**config.mk**
```make
export PLATFORM = sky130hd
export DESIGN_NAME = iir_coef_loader_flat
export DESIGN_NICKNAME = d
export VERILOG_FILES = /design/src/rtl/iir_coef_loader_if.sv /design/src/rtl/iir_coef_loader.sv /design/src/flat_wrapper.sv
export SDC_FILE = /design/constraint.sdc
export NUM_CORES = 1
export LEC_CHECK = 0
export BUFFER_PORTS_ARGS = -buffer_cell sky130_fd_sc_hd__buf_2
export CELL_PAD_IN_SITES_DETAIL_PLACEMENT = 2
export CELL_PAD_IN_SITES_GLOBAL_PLACEMENT = 2
export CORE_ASPECT_RATIO = 0.75
export CORE_MARGIN = 2
export CORE_UTILIZATION = 38
export CTS_CLUSTER_SIZE = 24
export DETAILED_ROUTE_END_ITERATION = 10
export PLACE_DENSITY = 0.82
export SLEW_MARGIN = 20
export SYNTH_ARGS = -nofsm -noshare
export SYNTH_HDL_FRONTEND = slang
export SYNTH_SLANG_ARGS = --single-unit
```
**constraint.sdc**
```tcl
create_clock -name clk -period 5.75 [get_ports clk]
set_clock_uncertainty 0.1 [all_clocks]
set_input_delay 0.575 -clock clk [delete_from_list [all_inputs] [get_ports clk]]
set_output_delay 0.575 -clock clk [all_outputs]
set_load 0.02 [all_outputs]
```
**src/rtl/iir_coef_loader_if.sv**
```systemverilog
// iir_coef_loader_if: configuration/control bus between the host and the IIR
// coefficient loader.
//   cfg_we/cfg_addr/cfg_data : shadow-bank write port (host -> loader)
//   apply                    : level-sampled load request (host -> loader)
//   run                      : user filter enable (host -> loader)
//   cfg_err                  : one-cycle pulse on a rejected write (loader -> host)
//   busy                     : load sequence in progress (loader -> host)
//   done                     : one-cycle pulse at end of a sequence (loader -> host)
interface iir_coef_loader_if;
   localparam int unsigned ADDR_W = 3;
   localparam int unsigned DATA_W = 32;

   logic              cfg_we;
   logic [ADDR_W-1:0] cfg_addr;
   logic [DATA_W-1:0] cfg_data;
   logic              apply;
   logic              run;
   logic              cfg_err;
   logic              busy;
   logic              done;

   modport master (
      output cfg_we, cfg_addr, cfg_data, apply, run,
      input  cfg_err, busy, done
   );

   modport slave (
      input  cfg_we, cfg_addr, cfg_data, apply, run,
      output cfg_err, busy, done
   );
endinterface

```
**src/rtl/iir_coef_loader.sv**
```systemverilog
// iir_coef_loader: shadow bank of five Q16.16 IIR coefficients (n1,n2,n3,d1,d2)
// that is streamed into the filter's reg_select/coefficient port on request,
// with the filter gated off and its history cleared around the update.
// Ports:
//   clk, reset          : clock, synchronous active-high reset
//   cfg (slave modport) : cfg_we/cfg_addr/cfg_data/apply/run in, cfg_err/busy/done out
//   reg_select          : coefficient index to the filter (registered)
//   enable_reg_select   : coefficient write strobe to the filter (registered)
//   coefficient         : coefficient value to the filter (registered)
//   n_1_reset           : filter history clear (registered)
//   filt_enable         : filter enable = run & ~busy (combinational from run)
// Build option: define IIR_COEF_AUTOLOAD_EN to run one load sequence
// automatically on the first edge after reset is released.
module iir_coef_loader #(
   parameter int unsigned NCOEF    = 5,
   parameter logic [31:0] N1_RESET = 32'h0001_0000
) (
   input  logic                clk,
   input  logic                reset,
   iir_coef_loader_if.slave    cfg,
   output logic [2:0]          reg_select,
   output logic                enable_reg_select,
   output logic [31:0]         coefficient,
   output logic                n_1_reset,
   output logic                filt_enable
);
   localparam int unsigned IDX_W  = 3;
   localparam int unsigned COEF_W = 32;
   localparam logic [IDX_W-1:0] LAST_IDX = IDX_W'(NCOEF - 1);

   typedef enum logic [1:0] {S_IDLE, S_LOAD, S_FLUSH, S_DONE} state_e;

   state_e              state_q, state_d;
   logic [IDX_W-1:0]    idx_q, idx_d;
   logic                pending_q, pending_d;
   logic [COEF_W-1:0]   shadow_q [NCOEF];
   logic [COEF_W-1:0]   shadow_d [NCOEF];
   logic                busy_q, busy_d;
   logic                done_q, done_d;
   logic                cfg_err_q, cfg_err_d;
   logic [IDX_W-1:0]    sel_q, sel_d;
   logic                ers_q, ers_d;
   logic [COEF_W-1:0]   coef_q, coef_d;
   logic                n1rst_q, n1rst_d;
   logic                wr_ok;
   logic                auto_req;

`ifdef IIR_COEF_AUTOLOAD_EN
   // One-shot request armed by reset, consumed on the first non-reset edge.
   logic auto_q;
   always_ff @(posedge clk) begin
      if (reset) auto_q <= 1'b1;
      else       auto_q <= 1'b0;
   end
   assign auto_req = auto_q;
`else
   assign auto_req = 1'b0;
`endif

   // Next state, shadow update and next values of all registered outputs.
   always_comb begin
      state_d   = state_q;
      idx_d     = idx_q;
      pending_d = pending_q;
      shadow_d  = shadow_q;
      wr_ok     = cfg.cfg_we && (state_q == S_IDLE) && (cfg.cfg_addr <= LAST_IDX);
      cfg_err_d = cfg.cfg_we && !wr_ok;

      if (wr_ok) shadow_d[cfg.cfg_addr] = cfg.cfg_data;

      case (state_q)
         S_IDLE: begin
            if (cfg.apply || auto_req) begin
               state_d = S_LOAD;
               idx_d   = '0;
            end
         end
         S_LOAD: begin
            pending_d = pending_q | cfg.apply;
            if (idx_q == LAST_IDX) state_d = S_FLUSH;
            else                   idx_d   = idx_q + IDX_W'(1);
         end
         S_FLUSH: begin
            pending_d = pending_q | cfg.apply;
            state_d   = S_DONE;
         end
         S_DONE: begin
            // A request seen during DONE is merged into the restart.
            pending_d = 1'b0;
            if (pending_q || cfg.apply) begin
               state_d = S_LOAD;
               idx_d   = '0;
            end else begin
               state_d = S_IDLE;
            end
         end
         default: state_d = S_IDLE;
      endcase

      // Outputs follow the next state so they line up with it after the edge;
      // shadow_d lets a same-edge write reach word 0 of the sequence.
      busy_d  = (state_d != S_IDLE);
      ers_d   = (state_d == S_LOAD);
      sel_d   = ers_d ? idx_d : '0;
      coef_d  = ers_d ? shadow_d[idx_d] : '0;
      n1rst_d = (state_d == S_FLUSH);
      done_d  = (state_d == S_DONE);
   end

   // State, shadow bank and output registers.
   always_ff @(posedge clk) begin
      if (reset) begin
         state_q   <= S_IDLE;
         idx_q     <= '0;
         pending_q <= 1'b0;
         for (int unsigned i = 0; i < NCOEF; i++)
            shadow_q[i] <= (i == 0) ? N1_RESET : '0;
         busy_q    <= 1'b0;
         done_q    <= 1'b0;
         cfg_err_q <= 1'b0;
         sel_q     <= '0;
         ers_q     <= 1'b0;
         coef_q    <= '0;
         n1rst_q   <= 1'b0;
      end else begin
         state_q   <= state_d;
         idx_q     <= idx_d;
         pending_q <= pending_d;
         shadow_q  <= shadow_d;
         busy_q    <= busy_d;
         done_q    <= done_d;
         cfg_err_q <= cfg_err_d;
         sel_q     <= sel_d;
         ers_q     <= ers_d;
         coef_q    <= coef_d;
         n1rst_q   <= n1rst_d;
      end
   end

   assign cfg.busy          = busy_q;
   assign cfg.done          = done_q;
   assign cfg.cfg_err       = cfg_err_q;
   assign reg_select        = sel_q;
   assign enable_reg_select = ers_q;
   assign coefficient       = coef_q;
   assign n_1_reset         = n1rst_q;
   assign filt_enable       = cfg.run & ~busy_q;
endmodule

```
**src/flat_wrapper.sv**
```systemverilog
// flat-port wrapper written by rule: the top's interface ports become plain ports
module iir_coef_loader_flat 
#(
   parameter int unsigned NCOEF    = 5,
   parameter logic [31:0] N1_RESET = 32'h0001_0000
)
  (clk, reset, reg_select, enable_reg_select, coefficient, n_1_reset, filt_enable, cfg_cfg_we, cfg_cfg_addr, cfg_cfg_data, cfg_apply, cfg_run, cfg_cfg_err, cfg_busy, cfg_done);
  iir_coef_loader_if cfg_i ();
  input  logic clk;
  input  logic reset;
  output logic [2:0] reg_select;
  output logic enable_reg_select;
  output logic [31:0] coefficient;
  output logic n_1_reset;
  output logic filt_enable;
  input wire logic [$bits(cfg_i.cfg_we)-1:0] cfg_cfg_we;
  input wire logic [$bits(cfg_i.cfg_addr)-1:0] cfg_cfg_addr;
  input wire logic [$bits(cfg_i.cfg_data)-1:0] cfg_cfg_data;
  input wire logic [$bits(cfg_i.apply)-1:0] cfg_apply;
  input wire logic [$bits(cfg_i.run)-1:0] cfg_run;
  output wire logic [$bits(cfg_i.cfg_err)-1:0] cfg_cfg_err;
  output wire logic [$bits(cfg_i.busy)-1:0] cfg_busy;
  output wire logic [$bits(cfg_i.done)-1:0] cfg_done;
  assign cfg_i.cfg_we = cfg_cfg_we;
  assign cfg_i.cfg_addr = cfg_cfg_addr;
  assign cfg_i.cfg_data = cfg_cfg_data;
  assign cfg_i.apply = cfg_apply;
  assign cfg_i.run = cfg_run;
  assign cfg_cfg_err = cfg_i.cfg_err;
  assign cfg_busy = cfg_i.busy;
  assign cfg_done = cfg_i.done;
  iir_coef_loader #(.NCOEF(NCOEF), .N1_RESET(N1_RESET)) u_core (.clk(clk), .reset(reset), .cfg(cfg_i), .reg_select(reg_select), .enable_reg_select(enable_reg_select), .coefficient(coefficient), .n_1_reset(n_1_reset), .filt_enable(filt_enable));
endmodule
```
==> reports/qor.txt, run 1 <==
SETUP PATH
--------------------------------------------------------------------------------
Worst path cell trace                                               nor4b_1 > nand2_1 > buf_4 > nand3_1 > buf_4 > o211ai_1 > o311ai_1
Worst path required time                                                 6.06 ns
Kind of cell adding the most delay to the critical path             simple AND/OR/NAND/NOR gates
Crit start category                                                    flip-flop
Critical path's most frequent cell                                         buf_4
Delay contributed by the slowest stage of the critical path              0.72 ns
Kind of critical path                                                    reg2reg
Maximum net fanout on the critical path                                       33
Sort of element at the end of the critical path                        flip-flop
Arrival time of data at the critical path endpoint                       3.56 ns
Slowest stage cell, crit path                                            nor4b_1
Buffers plus inverters on the worst setup path                                 2

CELLS AND AREA
--------------------------------------------------------------------------------
Area growth, synth to finish                                               15.2%
Count of nets after finishing                                               1152
Ant. Diodes                                                                    0
Fraction of final layout cells with drive strength greater than 1          15.5%
Share of the core filled with cells in the final layout                    44.2%
Most common cell after layout, fill and taps aside                       nand2_1
Most frequent cells in the layout                                   nand2_1, dfxtp_1, a21oi_1

ROUTING
--------------------------------------------------------------------------------
Routed length per placed instance                                        22.1 um
First-pass iteration count of the detailed router                              5
DRC violations left                                                            0
Antenna-violating nets left                                                    0
Final Routed Wirelength                                                  31.5 mm
Detailed router's first-iteration violation count                            547
Via count normalized by instance count                                      5.81
Via count of the routed design                                              8281

PLACED DESIGN
--------------------------------------------------------------------------------
Count of input and output buffers                                             80
RD Place Congestion                                                        0.760
Post-DP HPWL                                                             18.0 mm
Worst slack at placement                                                 2.21 ns

GLOBAL ROUTE
--------------------------------------------------------------------------------
Largest net degree at the start of global routing                             93
Overall overflow remaining after global route                                  0
Antenna violations before repair                                               0
Vias in the first global route                                              8814
All-Layer GR Usage                                                         26.0%
First-pass GRT wire length                                               49.5 mm

STA
--------------------------------------------------------------------------------
Tmin final                                                               3.25 ns
Final count of hold timing violations                                          0
Post-route worst setup slack                                             2.50 ns
Highest attainable clock frequency                                       308 MHz
Number of pins exceeding their max-slew limit in the final report              0
Worst slew pin tran                                                      1.03 ns
Final setup violating endpoints                                                0
Post-route fraction of the period consumed by the critical path            56.5%
Unrepaired setup endpoints after global routing                            false
Max-slew headroom                                                          31.2%
Setup TNS                                                                   0 ns

SYNTHESIS
--------------------------------------------------------------------------------
Combinational family with the most area after synthesis             simple AND/OR/NAND/NOR gates
Top flip-flop cell by instance count after synthesis                     dfxtp_1
Mux cell area share after synthesis                                        3.66%
Distinct cell type count of the synthesized netlist                           44
Count of warnings emitted by yosys                                             0
Post-Synth Adder-Cell Area                                                0.286%
Share of the synthesized area in compound gates (AO/OA/AOI/OAI)            20.3%
Syn Area/Cell                                                          8.06 um^2
Total of flip-flops plus latches after synthesis                             206
Cell count after synthesis                                                  1086
Synth Area in XOR/XNOR                                                        0%
Simple-gate area share of the yosys netlist                                24.0%
Fraction of registers with async set/reset                                    0%
Number of synthesized flops with an enable pin                                 0
Nets in the synthesized netlist                                             1128
Post-Syn Area                                                       0.00876 mm^2
Sequential element share of the synthesized area                           47.1%

FLOORPLAN
--------------------------------------------------------------------------------
I/O pin cnt                                                                   81
Standard-cell rows                                                            48
Y dimension of the die                                                    135 um
Die Outline Area                                                     0.0243 mm^2
Width of the die                                                          179 um
Floorplan Core Area                                                  0.0228 mm^2
Starting density of the core                                               38.4%

CLOCKING
--------------------------------------------------------------------------------
Number of CTS-inserted buffers                                                23
Clock slew at reported path FFs                                          0.06 ns
Clock sink count                                                             206
H-Tree Level Count                                                             1
Clock network latency to the later pin of the worst-skew pair            0.51 ns
Setup Buffers After CTS                                                        0
Gates resized, CTS repair                                                      0
CTS Hold Buffers Added                                                         0
Clock tree root driver cell                                            clkbuf_16
CTS tree                                                                    done
CTS max path bufs                                                              3

POWER AND IR DROP
--------------------------------------------------------------------------------
Total power divided by cell area                                     325 mW/mm^2
Leakage component of the power                                           3.96 nW
Tot Pwr                                                                  3.28 mW
Highest ir drop seen on vdd                                               209 uV

OUTCOME
--------------------------------------------------------------------------------
Result of the run                                                   complete, no violations

MIN PATH
--------------------------------------------------------------------------------
Hold/Removal Path Class                                                   in2reg

RUN
--------------------------------------------------------------------------------
Count of maximum capacitance violations                                        0

-- flip-flops by register name, summed over array words and instances, names as in the netlist, 2 cells and up --
signal,flops
u_core.shadow_q,160
u_core.coefficient,32
u_core.idx_q,3
u_core.reg_select,3
u_core.state_q,2
-- final cells by class --
type | count | area (um^2)
Timing Repair Buffer | 100 | 573
Fill cell | 2593 | 12700
Tap cell | 300 | 375
Inverter | 5 | 18.8
Multi-Input combinational cell | 774 | 4270
Clock inverter | 4 | 52.6
Clock buffer | 37 | 678
Sequential cell | 206 | 4120
-- cells in the mapped netlist, types with 2 or more instances --
cell type,count,area (um^2)
o21a_1,2,15.0
o211ai_1,32,240
nand3_1,4,20.0
ha_1,2,25.0
buf_1,5,18.8
nor3b_1,3,22.5
dfxtp_1,206,4120
a21oi_1,164,821
or4_1,32,240
clkbuf_1,90,338
nand3b_1,2,15.0
nor2_1,77,289
or2_2,33,206
and2_1,3,18.8
o311ai_1,32,280
nand2b_1,3,18.8
o31a_1,2,17.5
mux2i_1,32,320
inv_1,5,18.8
a31oi_1,2,12.5
nand2_1,259,972
nand4_1,32,200
o21ai_1,3,15.0
nor2b_1,6,37.5
buf_2,5,25.0
a211o_1,32,280
-- power by group --
part           switching (mW)  internal, mW  total, mW
Combinational           0.232         0.109      0.341
Clock                   0.599         0.851       1.45
Sequential             0.0219          1.47       1.49
-- cell families after synthesis --
family                     Yosys count
adders and majority gates            2
AOI/OAI and AO/OA                  278
buffers and inverters              106
DFF                                206
muxes                               32
and+or+nand+nor                    462
-- worst register-to-register path, stage by stage (launching register included) --
cell and delay, ns:
dfxtp_1 0.40, nor4b_1 0.72, nand2_1 0.11, buf_4 0.30, nand3_1 0.63, buf_4 0.43, o211ai_1 0.14, o311ai_1 0.33
-- final timing paths --
| path | from | end | slack, ns | cells after the start |
|---|---|---|---|---|
| max | u_core.state_q[0] | u_core.coefficient[30] | 2.50 | 7 |
| min | cfg_cfg_data[30] | u_core.shadow_q[126] | 0.25 | 3 |
| max reg2reg | u_core.state_q[0] | u_core.coefficient[30] | 2.50 | 7 |
| min reg2reg | u_core.shadow_q[64] | u_core.shadow_q[64] | 0.35 | 2 |
-- metrics by stage --
step / area (um^2) / std cells / hold WS (ns)
after CTS: 10100 / 1425 / 0.242
after detailed placement: 9330 / 1384 / 0.345
after global placement: 9330 / 1384 / 0.338
after global routing: 10100 / 1426 / 0.257
after floorplan: 8760 / 1086 / 0.331
final: 10100 / 1426 / 0.254
-- metal layers --
layer	share of wire, %	routed length [um]	global-route usage, %	vias to the layer above
li1	-	-	-	3863
met1	47	14700	35.2	4178
met2	47	14900	44.6	203
met3	4.6	1450	3.20	37
met4	1.6	510	5.38	0
met5	0	0	0	-
Note: power is estimated with default switching activity, not from simulation.
==> run 2, diff against run 1 <==
--- a/config.mk
+++ b/config.mk
@@ -10,10 +10,10 @@
 export CELL_PAD_IN_SITES_GLOBAL_PLACEMENT = 2
 export CORE_ASPECT_RATIO = 0.75
 export CORE_MARGIN = 2
-export CORE_UTILIZATION = 38
+export CORE_UTILIZATION = 35
 export CTS_CLUSTER_SIZE = 24
 export DETAILED_ROUTE_END_ITERATION = 10
-export PLACE_DENSITY = 0.82
+export PLACE_DENSITY = 0.77
 export SLEW_MARGIN = 20
 export SYNTH_ARGS = -nofsm -noshare
 export SYNTH_HDL_FRONTEND = slang
==> constraint.sdc (replaced) <==
create_clock -name clk -period 3.14 [get_ports clk]
set_clock_uncertainty 0.1 [all_clocks]
set_input_delay 0.314 -clock clk [delete_from_list [all_inputs] [get_ports clk]]
set_output_delay 0.314 -clock clk [all_outputs]
set_load 0.02 [all_outputs]
==> reports/qor.txt, run 2 (synthesis gave the netlist of run 1 again) <==
FLOORPLAN
----------------------------------------------------------------------------------
Y dimension of the die                                                      141 um
Starting density of the core                                                 35.3%
Standard-cell rows                                                              50
Width of the die                                                            187 um
Die Outline Area                                                       0.0263 mm^2
Floorplan Core Area                                                    0.0248 mm^2
I/O pin cnt                                                                     81

SETUP PATH
----------------------------------------------------------------------------------
Delay contributed by the slowest stage of the critical path                0.49 ns
Crit start category                                                      flip-flop
Worst path cell trace                                                 inv_1 > ha_1 > a221o_1 > a2111oi_4 > buf_12 > o211ai_1 > o311ai_1
Maximum net fanout on the critical path                                         64
Source of the worst register-to-register timing path                  u_core.idx_q[0]
Slowest stage cell, crit path                                              dfxtp_1
Sort of element at the end of the critical path                          flip-flop
Worst path required time                                                   3.45 ns
Arrival time of data at the critical path endpoint                         3.10 ns
Kind of critical path                                                      reg2reg
Launching element of the worst setup path                             u_core.idx_q[0]

POWER AND IR DROP
----------------------------------------------------------------------------------
Total power divided by cell area                                       586 mW/mm^2
Highest ir drop seen on vdd                                                 405 uV
Tot Pwr                                                                    6.21 mW
Leakage component of the power                                             4.17 nW

ROUTING
----------------------------------------------------------------------------------
DRC violations left                                                              0
Antenna-violating nets left                                                      0
First-pass iteration count of the detailed router                                4
Final Routed Wirelength                                                    31.9 mm
Via count normalized by instance count                                        5.57
Via count of the routed design                                                8368
Detailed router's first-iteration violation count                              348
Routed length per placed instance                                          21.2 um

CELLS AND AREA
----------------------------------------------------------------------------------
Layout fillers                                                                2780
Most frequent cells in the layout                                     nand2_1, dfxtp_1, a21oi_1
Ant. Diodes                                                                      0
Fraction of final layout cells with drive strength greater than 1            16.4%
Most common cell after layout, fill and taps aside                         nand2_1
Count of nets after finishing                                                 1191
Biggest register                                                      u_core.shadow_q
Flip-flop count of the largest register, all copies and words added            160
Share of the core filled with cells in the final layout                      42.8%
Area growth, synth to finish                                                 21.0%

GLOBAL ROUTE
----------------------------------------------------------------------------------
Overall overflow remaining after global route                                    0
Antenna violations before repair                                                 0
Vias in the first global route                                                9034
All-Layer GR Usage                                                           24.5%
Largest net degree at the start of global routing                              148
First-pass GRT wire length                                                 51.6 mm

STA
----------------------------------------------------------------------------------
Highest attainable clock frequency                                         357 MHz
Worst slew pin tran                                                       0.805 ns
Tmin final                                                                 2.80 ns
Number of pins exceeding their max-slew limit in the final report                0
Post-route fraction of the period consumed by the critical path              89.1%
Final count of hold timing violations                                            0
Post-route worst setup slack                                              0.342 ns
Setup TNS                                                                     0 ns
Max-slew headroom                                                            46.3%
Unrepaired setup endpoints after global routing                              false
Final setup violating endpoints                                                  0

RUN
----------------------------------------------------------------------------------
Count of maximum capacitance violations                                          0

PLACED DESIGN
----------------------------------------------------------------------------------
Worst slack at placement                                                  0.364 ns
RD Place Congestion                                                          0.731
Post-DP HPWL                                                               18.7 mm
Count of input and output buffers                                               80

CLOCKING
----------------------------------------------------------------------------------
Clock sink count                                                               206
Clock slew at reported path FFs                                            0.06 ns
Gates resized, CTS repair                                                        0
Setup Buffers After CTS                                                          0
Number of CTS-inserted buffers                                                  23
Clock tree root driver cell                                              clkbuf_16
CTS tree                                                                      done
Clock network latency to the later pin of the worst-skew pair              0.51 ns
H-Tree Level Count                                                               1
CTS max path bufs                                                                3

MIN PATH
----------------------------------------------------------------------------------
Launch point of the worst hold path                                   cfg_cfg_data[27]
Hold/Removal Path Class                                                     in2reg

OUTCOME
----------------------------------------------------------------------------------
Result of the run                                                     complete, no violations

## run 2: changes by cell type in the layout (fill, tap and decap cells not counted), moves of 3 or more
cell           previous run  this run
buf_12                    0         7
clkbuf_8                  5         8
buf_4                    20        29
clkbuf_1                  9         5
dlygate4sd3_1             0        24
## run 2: routing by layer
| metal | GRT usage (%) | share of wire, % |
|---|---|---|
| met1 | 33.3 | 48 |
| met2 | 42.2 | 47 |
| met3 | 2.79 | 3.7 |
| met4 | 4.51 | 1.4 |
| met5 | 0 | 0 |
## run 2: layout make-up
cell class	count	area [um^2]	share of cell area, %
Sequential cell	206	4120	38.9
Inverter	5	18.8	0.177
Clock inverter	4	76.3	0.720
Multi-Input combinational cell	774	4260	40.2
Tap cell	338	423	3.99
Clock buffer	36	704	6.65
Timing Repair Buffer	139	993	9.38
## run 2: final timing paths
path                                               end  depth (start not counted)  slack (ns)
worst min-delay path              u_core.shadow_q[123]                          3        0.01
worst min register to register     u_core.shadow_q[64]                          2        0.35
worst max-delay path            u_core.coefficient[12]                          7        0.34
worst max register to register  u_core.coefficient[12]                          7        0.34
## run 2: timing repair
| action | CTS | global route |
|---|---|---|
| endpoints found under the hold margin | 59 | 0 |
| hold buffers | 24 | 0 |
| setup endpoints to repair | 0 | 0 |
## run 2: through the flow
| step | std cells | cell area [um^2] | hold WS (ns) |
|---|---|---|---|
| after floorplan | 1086 | 8760 | 0.331 |
| after global placement | 1438 | 9580 | 0.337 |
| after detailed placement | 1438 | 9580 | 0.345 |
| after CTS | 1502 | 10600 | 0.000337 |
| after global routing | 1502 | 10600 | 0.00608 |
| final | 1502 | 10600 | 0.0120 |
## run 2: where the power goes
group          switching [mW]  internal, mW  total, mW
logic                   0.433         0.236      0.669
clock network            1.12          1.70       2.82
registers              0.0355          2.68       2.72
total                    1.59          4.62       6.21
## run 2: worst max-delay path: cells and delay by family, from the launching register on
family,cells,cell delay (ns)
compound gates,4,1.32
fa+ha+maj,1,0.30
buf+inv,2,0.44
flops,1,0.49
